File: config.mk
export PLATFORM = sky130hd
export DESIGN_NAME = rx_bit_timer
export DESIGN_NICKNAME = d
export VERILOG_FILES = /design/src/rtl/rx_bit_timer.sv
export SDC_FILE = /design/constraint.sdc
export NUM_CORES = 1
export LEC_CHECK = 0
export BUFFER_PORTS_ARGS = -buffer_cell sky130_fd_sc_hd__buf_2
export CAP_MARGIN = 10
export CELL_PAD_IN_SITES_DETAIL_PLACEMENT = 1
export CELL_PAD_IN_SITES_GLOBAL_PLACEMENT = 2
export CORE_MARGIN = 2
export CORE_UTILIZATION = 36
export DETAILED_ROUTE_END_ITERATION = 10
export PLACE_DENSITY_LB_ADDON = 0.1
export SLEW_MARGIN = 15
export SYNTH_ARGS = -nofsm -noshare
export SYNTH_HDL_FRONTEND = slang
export SYNTH_SLANG_ARGS = --single-unit
File: constraint.sdc
create_clock -name clk -period 3.1 [get_ports clk]
set_input_delay 0.31 -clock clk [delete_from_list [all_inputs] [get_ports clk]]
set_output_delay 0.31 -clock clk [all_outputs]
set_load 0.01 [all_outputs]
File: src/rtl/rx_bit_timer.sv
// ============================================================================
// Module   : rx_bit_timer
// Brief    : USB receive bit recovery. An edge-resynced phase counter, mid-bit
//            sampling, NRZI decode, bit unstuffing and byte framing.
// Revision : 1.0
// ============================================================================
`default_nettype none

module rx_bit_timer #(
  parameter int CLKS_PER_BIT = 8,
  parameter int SAMPLE_PHASE = 3
) (
  input  logic clk,
  input  logic n_rst,
  input  logic d_plus_sync,
  input  logic d_edge,
  input  logic enable_timer,
  output logic shift_enable,
  output logic d_orig,
  output logic byte_received,
  output logic stuff_err
);

  localparam int                  c_phase_w      = $clog2(CLKS_PER_BIT);
  localparam logic [c_phase_w-1:0] c_last_phase   = c_phase_w'(CLKS_PER_BIT - 1);
  localparam logic [c_phase_w-1:0] c_sample_phase = c_phase_w'(SAMPLE_PHASE);
  localparam logic [c_phase_w-1:0] c_resync_phase = c_phase_w'(1);
  localparam logic [2:0]           c_max_ones     = 3'd6;
  localparam logic [2:0]           c_last_bit     = 3'd7;

  generate
    if ((CLKS_PER_BIT < 4) || (CLKS_PER_BIT > 16) ||
        (SAMPLE_PHASE < 0) || (SAMPLE_PHASE >= CLKS_PER_BIT)) begin : g_bad_params
      $error("rx_bit_timer: illegal CLKS_PER_BIT / SAMPLE_PHASE combination");
    end
  endgenerate

  logic [c_phase_w-1:0] r_phase;
  logic                 r_prev_level;
  logic [2:0]           r_ones_cnt;
  logic [2:0]           r_bit_cnt;
  logic                 r_shift_enable;
  logic                 r_d_orig;
  logic                 r_byte_received;
  logic                 r_stuff_err;

  logic                 w_sample;
  logic                 w_bit;
  logic [c_phase_w-1:0] w_phase_nxt;
  logic                 w_prev_level_nxt;
  logic [2:0]           w_ones_cnt_nxt;
  logic [2:0]           w_bit_cnt_nxt;
  logic                 w_shift_enable_nxt;
  logic                 w_d_orig_nxt;
  logic                 w_byte_received_nxt;
  logic                 w_stuff_err_nxt;

  // The edge cycle itself is phase 0, so a resync loads 1 for the next cycle.
  always_comb begin
    w_sample = enable_timer && (r_phase == c_sample_phase);
    w_bit    = (d_plus_sync == r_prev_level);
  end

  always_comb begin
    w_phase_nxt = r_phase;
    if (!enable_timer) begin
      w_phase_nxt = '0;
    end else if (d_edge) begin
      w_phase_nxt = c_resync_phase;
    end else if (r_phase == c_last_phase) begin
      w_phase_nxt = '0;
    end else begin
      w_phase_nxt = r_phase + c_phase_w'(1);
    end
  end

  always_comb begin
    w_prev_level_nxt    = r_prev_level;
    w_ones_cnt_nxt      = r_ones_cnt;
    w_bit_cnt_nxt       = r_bit_cnt;
    w_shift_enable_nxt  = 1'b0;
    w_d_orig_nxt        = r_d_orig;
    w_byte_received_nxt = 1'b0;
    w_stuff_err_nxt     = 1'b0;

    if (!enable_timer) begin
      w_prev_level_nxt = 1'b1;
      w_ones_cnt_nxt   = '0;
      w_bit_cnt_nxt    = '0;
      w_d_orig_nxt     = 1'b0;
    end else if (w_sample) begin
      w_prev_level_nxt = d_plus_sync;
      if (r_ones_cnt < c_max_ones) begin
        w_shift_enable_nxt  = 1'b1;
        w_d_orig_nxt        = w_bit;
        w_ones_cnt_nxt      = w_bit ? (r_ones_cnt + 3'd1) : 3'd0;
        w_bit_cnt_nxt       = r_bit_cnt + 3'd1;
        w_byte_received_nxt = (r_bit_cnt == c_last_bit);
      end else begin
        // Seventh bit after six ones: a 0 is the stuffed bit, a 1 is a violation.
        w_ones_cnt_nxt  = '0;
        w_stuff_err_nxt = w_bit;
      end
    end
  end

  always_ff @(posedge clk or negedge n_rst) begin
    if (!n_rst) begin
      r_phase         <= '0;
      r_prev_level    <= 1'b1;
      r_ones_cnt      <= '0;
      r_bit_cnt       <= '0;
      r_shift_enable  <= 1'b0;
      r_d_orig        <= 1'b0;
      r_byte_received <= 1'b0;
      r_stuff_err     <= 1'b0;
    end else begin
      r_phase         <= w_phase_nxt;
      r_prev_level    <= w_prev_level_nxt;
      r_ones_cnt      <= w_ones_cnt_nxt;
      r_bit_cnt       <= w_bit_cnt_nxt;
      r_shift_enable  <= w_shift_enable_nxt;
      r_d_orig        <= w_d_orig_nxt;
      r_byte_received <= w_byte_received_nxt;
      r_stuff_err     <= w_stuff_err_nxt;
    end
  end

  assign shift_enable  = r_shift_enable;
  assign d_orig        = r_d_orig;
  assign byte_received = r_byte_received;
  assign stuff_err     = r_stuff_err;

endmodule

`default_nettype wire

# [Word-level counts from Yosys, hierarchy flattened]
# Cells that the tools add are included.
# Widths: inputs -> output; s select.
[op_classes] n_reduce_logical=2 muxes=24 n_addsub=3 order_cmp=1 n_eq_ne=6
[ops] cell="$mux 3" n=10
[ops] cell="$mux 1" n=14
[ops] cell="$add 3x1->3 const B" n=3
[ops] cell="$eq 3x3->1 const B" n=2
[ops] cell="$ne 2x1->1 const B" n=2
[ops] cell="$eq 3x2->1 const B" n=1
[ops] cell="$lt 3x3->1 const B" n=1
[ops] cell="$reduce_and 2->1" n=1
[ops] cell="$eq 1x1->1" n=1
[ops] cell="$logic_and 1x1->1" n=1
[word_totals] word_cells=44 out_inout_bits=4 in_bits=5 register_bits=14

# [Logic depth before layout (Yosys ltp)]
# Gate-level depths: netlist of the first run.
[depth] ltp_word=5 ltp_mapped=5 ltp_nobuf=5

# [Worst setup path before layout of the first run]
# Ideal clock, no wire load.
[synth_path] kind="flip-flop to flip-flop" startpoint="register r_phase[0]" endpoint="register r_bit_cnt[0]" arrival_ns=1.271 path_slack_ns=1.710 setup_time_ns=0.119 stages_incl_launch_ff=6 required_time_ns=2.981 n_path_buf=0 synth_period_minus_slack_ns=1.390 path_cell_list="dfrtp_1 > ha_1 > ha_1 > a21boi_4 > xor2_1 > and2_1"
[synth_via] elab_chain_len=4
[synth_rtl] item="start: declaration" line_no="38" rtl="logic [c_phase_w-1:0] r_phase;"
[synth_rtl] item="start signal: assignment" line_no="118" rtl="r_phase <= w_phase_nxt;"
[synth_rtl] item="$eq 3x2->1" line_no="60" rtl="w_sample = enable_timer && (r_phase == c_sample_phase);"
[synth_rtl] item="$logic_and 1x1->1" line_no="60"
[synth_rtl] item="$ne 2x1->1 (no source line)"
[synth_rtl] item="$reduce_and 2->1 (no source line)"
[synth_rtl] item="end signal: assignment" line_no="121" rtl="r_bit_cnt <= w_bit_cnt_nxt;"
[synth_rtl] item="end: declaration" line_no="41" rtl="logic [2:0] r_bit_cnt;"
# No other way between the ends.
# A chain may end at the register's enable or synchronous reset.

# [Worst setup path after layout of the first run]
[layout_path] startpoint="register r_phase[0]" endpoint="register r_bit_cnt[2]"
# Same word-level chain as after synthesis.

==> flow_summary.ini, run 1 <==
[synthesis]
syn_area_um2 = 669
yosys_register_bits = 14
ys_warn_count = 0
yosysSeqAreaShare_pct = 52.5
syn_inst = 56
avgSynthCellArea_um2 = 12.0
ys_types = 26
syn_nets = 67

[timing]
finalCritPeriodShare_pct = 50.4
slew_headroom_pct = 77.9
worst_slew_pin_slew_ps = 327
clock_skew_ps = 5.11
setup_viol = 0
timing.fmax_ghz = 0.641
fin_crit_ps = 1560
fin_tns_setup_ps = 0
rsz0062_at_grt = false
final-hold-violation-count = 0
slew_viol_final = 0

[clock_network]
post_cts_buffers = 0
clock-sinks = 14
cts_resized = 0
clock_latency_ps = 270
htreeDepth = 1
cts_tree = yes
cts_root_buf = clkbuf_4
cts_buffers = 3
clock_path_buffers = 2
clkTransAtPathRegs_ps = 90

[power]
powerDensity_mw_per_mm2 = 431
power_leakage_nw = 0.386
vdd_ir_drop_max_mv = 0.186

[setup_path]
path_delay_family = adder cells
cp_num_buf_inv = 0
crit_path_end_kind = register
arrival_ps = 1720
slowest_delay_ps = 360
crit_start = r_phase[0]
cp_common_cell = ha_1
cp_max_fo = 8
rr_startpoint = r_phase[0]
cpMaxStageDelayCell = dfrtp_1
startpoint_type = register
required_ps = 3260
crit_chain = ha_1 -> ha_1 -> a21boi_4 -> mux2i_1 -> nor2b_1
crit_type = reg -> reg

[detailed_routing]
drt_iter0_drc = 3
dr.pass1.iters = 2
ant_nets = 0
post_drt_wl_per_cell_um = 11.9
via_count = 434
vias_per_cell = 4.67
routed_wl_um = 1110
drcViolationCount = 0

[floorplanning]
die_h_um = 47.1
rows = 15
coreArea_mm2 = 0.00175
die-area_mm2 = 0.00222
ios = 9
fp.dieW_um = 47.1
start_util_pct = 38.4

[hold_path]
hp-class = in -> reg
hp-start = d_edge

[global_route]
grt_pass1_vias = 468
grtUsageTotal_pct = 13.5
grt_overflow = 0
grt_max_degree = 16
grt_first_pass_wirelength_um = 2080
grt_antenna_before_repair = 0

[finish]
finalNetCount = 80
num_antenna_cells = 0
area_delta_synth_final_pct = 17.0
layoutNonFillerInstCount = 93
layout-drive-gt1-share_pct = 20.6
fin_util_pct = 44.9
final_common_cell = dfrtp_1
final_cell_mix = dfrtp_1 (13), buf_2 (8), ha_1 (6)

[status]
status = completed

[place]
placed_cells = 88
io_buffers = 8
gp_congestion = 0.685
dpl.hpwl_um = 790

[flow_run]
maxCapViolCount = 0
[final timing paths]
path,to,slack [ps],depth (start not counted)
worst max-delay path,r_bit_cnt[2],1540,5
worst min-delay path,r_phase[2],220,2
worst max register to register,r_bit_cnt[2],1540,5
worst min register to register,d_orig,540,2
max in group asynchronous,r_prev_level,2340,2
min in group asynchronous,r_phase[0],470,2
[registers in the layout (all words and copies together), names as in the netlist]
register,count
d_orig,1
r_ones_cnt,3
r_bit_cnt,3
r_phase,3
byte_received,1
stuff_err,1
shift_enable,1
r_prev_level,1
[cells in the mapped netlist (all sizes together)]
master / n / area share [%]
and2: 2 / 1.9
dfstp: 1 / 3.9
ha: 6 / 11
mux2i: 3 / 4.5
xor2: 1 / 1.3
nand2: 5 / 2.8
and4b: 1 / 1.5
nand3b: 1 / 1.1
a21boi: 3 / 5.0
nor3: 1 / 0.75
nor2: 1 / 0.56
nor2b: 2 / 1.9
nor4bb: 2 / 3.0
nor3b: 1 / 1.1
clkbuf: 1 / 0.56
inv: 2 / 1.1
o21a: 1 / 1.1
dfrtp: 13 / 49
xnor2: 1 / 1.3
nand4: 1 / 0.94
a21oi: 1 / 0.75
nand2b: 3 / 2.8
o21ai: 3 / 2.2
[report_power, final]
| part | leakage, nW | internal [mW] | switching (mW) |
|---|---|---|---|
| clock network | 0.0210 | 0.0712 | 0.0557 |
| registers | 0.190 | 0.186 | 0.00177 |
| logic | 0.176 | 0.0103 | 0.0130 |
| total | 0.386 | 0.267 | 0.0705 |
[layout make-up]
cell class,count,area [um2]
fillers,197,962
inverters,2,7.51
flip-flops and latches,14,352
repair buffers,9,50.0
well taps,25,31.3
clock buffers,4,36.3
multi-input cells,39,307
[stage by stage]
step,power (mW),instance area [um2],setup slack [ps],hold slack [ps]
6_report,0.338,783,1540,217
4_1_cts,0.346,783,1500,209
2_1_floorplan,0.204,669,1710,14.4
3_5_place_dp,0.214,737,1520,228
3_3_place_gp,0.214,737,1580,226
5_1_grt,0.355,783,1390,223
[layer usage]
metal,track usage [%],vias up,share of wire (%)
met5,0,-,0
met4,5.00,0,0.72
met3,2.31,2,2.5
met2,20.5,5,48
met1,19.2,211,48
li1,-,216,-
[cells by family after synthesis]
logic type / share of synthesized area, %
and+or+nand+nor: 18.3
DFF: 52.5
AOI/OAI and AO/OA: 9.16
adders and majority gates: 11.2
buffers and inverters: 1.68
muxes: 4.49
xor gates and xnor gates: 2.62
[what timing repair did]
item,4_1_cts,5_1_grt
setup endpoints to repair,0,0
endpoints found under the hold margin,13,0
hold buffers,1,0
Note: power is estimated with default switching activity, not from simulation.
==> inputs of run 2 (changes only) <==
--- a/config.mk
+++ b/config.mk
@@ -5,12 +5,13 @@
 export SDC_FILE = /design/constraint.sdc
 export NUM_CORES = 1
 export LEC_CHECK = 0
+export ABC_AREA = 1
 export BUFFER_PORTS_ARGS = -buffer_cell sky130_fd_sc_hd__buf_2
 export CAP_MARGIN = 10
 export CELL_PAD_IN_SITES_DETAIL_PLACEMENT = 1
 export CELL_PAD_IN_SITES_GLOBAL_PLACEMENT = 2
 export CORE_MARGIN = 2
-export CORE_UTILIZATION = 36
+export CORE_UTILIZATION = 32
 export DETAILED_ROUTE_END_ITERATION = 10
 export PLACE_DENSITY_LB_ADDON = 0.1
 export SLEW_MARGIN = 15
==> constraint.sdc (replaced) <==
create_clock -name clk -period 1.5 [get_ports clk]
set_input_delay 0.15 -clock clk [delete_from_list [all_inputs] [get_ports clk]]
set_output_delay 0.15 -clock clk [all_outputs]
set_load 0.01 [all_outputs]
==> flow_summary.ini, run 2 <==
[timing]
slew_headroom_pct = 79.1
fin_crit_ps = 1310
timing.fmax_ghz = 0.762
rsz0062_at_grt = false
finalCritPeriodShare_pct = 87.5
final-hold-violation-count = 0
fin_tns_setup_ps = 0
worst_slack_ps = 188
worst_slew_pin_slew_ps = 313
slew_viol_final = 0
clock_skew_ps = 3.27
setup_viol = 0

[global_route]
grt_antenna_before_repair = 0
grt_overflow = 0
grt_max_degree = 15
grt_first_pass_wirelength_um = 2240
grtUsageTotal_pct = 12.1
grt_pass1_vias = 530

[detailed_routing]
drt_iter0_drc = 2
post_drt_wl_per_cell_um = 10.1
routed_wl_um = 1210
via_count = 510
ant_nets = 0
drcViolationCount = 0
vias_per_cell = 4.25
dr.pass1.iters = 4

[setup_path]
reg2reg_slack_ps = 190
crit_type = reg -> reg
required_ps = 1670
startpoint_type = register
cp_common_cell = nand2_1
cp_max_fo = 4
path_delay_family = adder cells
cp_num_buf_inv = 2
arrival_ps = 1480
crit_chain = ha_1 -> ha_2 -> inv_2 -> nand2_1 -> nand2_1 -> inv_1 -> nand2_1 -> nand2_1
cpMaxStageDelayCell = dfrtp_1
slowest_delay_ps = 390
crit_path_end_kind = register

[synthesis]
synth_edf_count = 0
syn_inst = 80
avgSynthCellArea_um2 = 8.45
synth_top_area_share_pct = 48.1
ys_warn_count = 0
ys.flop_type = dfrtp_1
synthArstFlopShare_pct = 100
ys_types = 13
synthTopCellsByArea = dfrtp_1 (48%), nand2_1 (17%), ha_1 (11%)
synth_top_cells_by_count = nand2_1 (30), dfrtp_1 (13), inv_1 (10), nor2_1 (9), ha_1 (6)
syn_nets = 91
yosysMostFrequentCell = nand2_1
syn_area_um2 = 676
yosysSeqAreaShare_pct = 52.0
synth_top_cell_by_area = dfrtp_1
yosys_register_bits = 14

[floorplanning]
ios = 9
rows = 16
start_util_pct = 34.1
die-area_mm2 = 0.00250
coreArea_mm2 = 0.00198
die_h_um = 50.0
fp.dieW_um = 50.0

[finish]
final_common_cell = nand2_1
regArea_um2 = 352
num_antenna_cells = 0
final_cell_mix = nand2_1 (30), dfrtp_1 (13), inv_1 (10)
layoutNonFillerInstCount = 120
fin_util_pct = 39.8
area_delta_synth_final_pct = 16.7
fillers = 243
multiInputGateArea_um2 = 278
largestRegisters = r_bit_cnt: 3 flops, r_ones_cnt: 3 flops, r_phase: 3 flops
layout-drive-gt1-share_pct = 21.5
stdcell_area_um2 = 788
finalNetCount = 105

[status]
status = completed

[place]
placed_cells = 115
gp_congestion = 0.734
placed_area_um2 = 749
pre_cts_ws_ps = 150
io_buffers = 8
dpl.hpwl_um = 962

[clock_network]
clock-sinks = 14
cts_buffers = 3
clock_path_buffers = 2
clkTransAtPathRegs_ps = 80
cts_tree = yes
clock_latency_ps = 280
post_cts_buffers = 0
htreeDepth = 1
cts_root_buf = clkbuf_4

[power]
clockPowerShare_pct = 32.3
pwr-share-seq_pct = 58.1
swShare_pct = 24.5
internal_power_mw = 0.517
power_leakage_nw = 0.459
pwr-share-comb_pct = 9.6
p_switching_mw = 0.168
powerDensity_mw_per_mm2 = 869
vdd_ir_drop_max_mv = 0.542

[hold_path]
hp-class = in -> reg

[flow_run]
maxCapViolCount = 0
-- run 2: cell families (layout without fill, tap and decap cells) --
| kind of cell | Yosys count | after routing | share of synthesized area (%) |
|---|---|---|---|
| AO/OA/AOI/OAI | 2 | 2 | 2.04 |
| buffers and inverters | 13 | 26 | 7.22 |
| AND/OR/NAND/NOR | 45 | 45 | 27.6 |
| flip-flops | 14 | 14 | 52.0 |
| adder cells (fa/ha/maj) | 6 | 6 | 11.1 |
-- run 2: cell type report --
| type | count | area share, % |
|---|---|---|
| clock buffer | 4 | 3.33 |
| inverter | 13 | 6.19 |
| multi-input combinational | 53 | 35.2 |
| sequential | 14 | 44.6 |
| tap | 27 | 4.29 |
| timing repair buffer | 9 | 6.35 |
-- run 2: worst paths after layout --
kind / from / to / depth (start not counted)
max: r_phase[0] / d_orig / 8
min reg2reg: r_bit_cnt[2] / r_bit_cnt[2] / 2
min: d_edge / r_phase[1] / 2
min in group asynchronous: n_rst / r_bit_cnt[0] / 2
max reg2reg: r_phase[0] / d_orig / 8
max in group asynchronous: n_rst / r_prev_level / 2
-- run 2: worst reg2reg max path, stage by stage (launching register included) --
cell,delay [ps]
dfrtp_1,390
ha_1,230
ha_2,210
inv_2,50
nand2_1,50
nand2_1,120
inv_1,50
nand2_1,60
nand2_1,50
-- run 2: timing repair --
| item | 4_1_cts | 5_1_grt |
|---|---|---|
| hold endpoints to repair | 13 | 0 |
| endpoints found under the setup margin | 0 | 4 |
| resized for setup | 0 | 1 |
| hold buffers | 1 | 0 |
-- run 2: metrics by stage --
step	total power [mW]	hold slack [ps]
after floorplan	0.442	-146
after global placement	0.471	71.6
after detailed placement	0.471	64.8
after CTS	0.705	41.5
after global routing	0.727	48.8
final	0.685	53.6
-- run 2: metal layers --
layer  track usage, %  share of wire [%]  vias to the layer above
met5                0                  0                        -
li1                 -                  -                      267
met1             16.2                 49                      230
met2             17.8                 46                        9
met3             2.12                2.9                        4
met4             8.33                2.7                        0
-- run 2: power by group through the flow --
stage	registers, mW	logic (mW)	clock network, mW
after floorplan	0.405	0.0363	0
after global placement	0.406	0.0653	0
after detailed placement	0.405	0.0656	0
after CTS	0.398	0.0678	0.239
after global routing	0.400	0.0780	0.248
final	0.398	0.0655	0.221
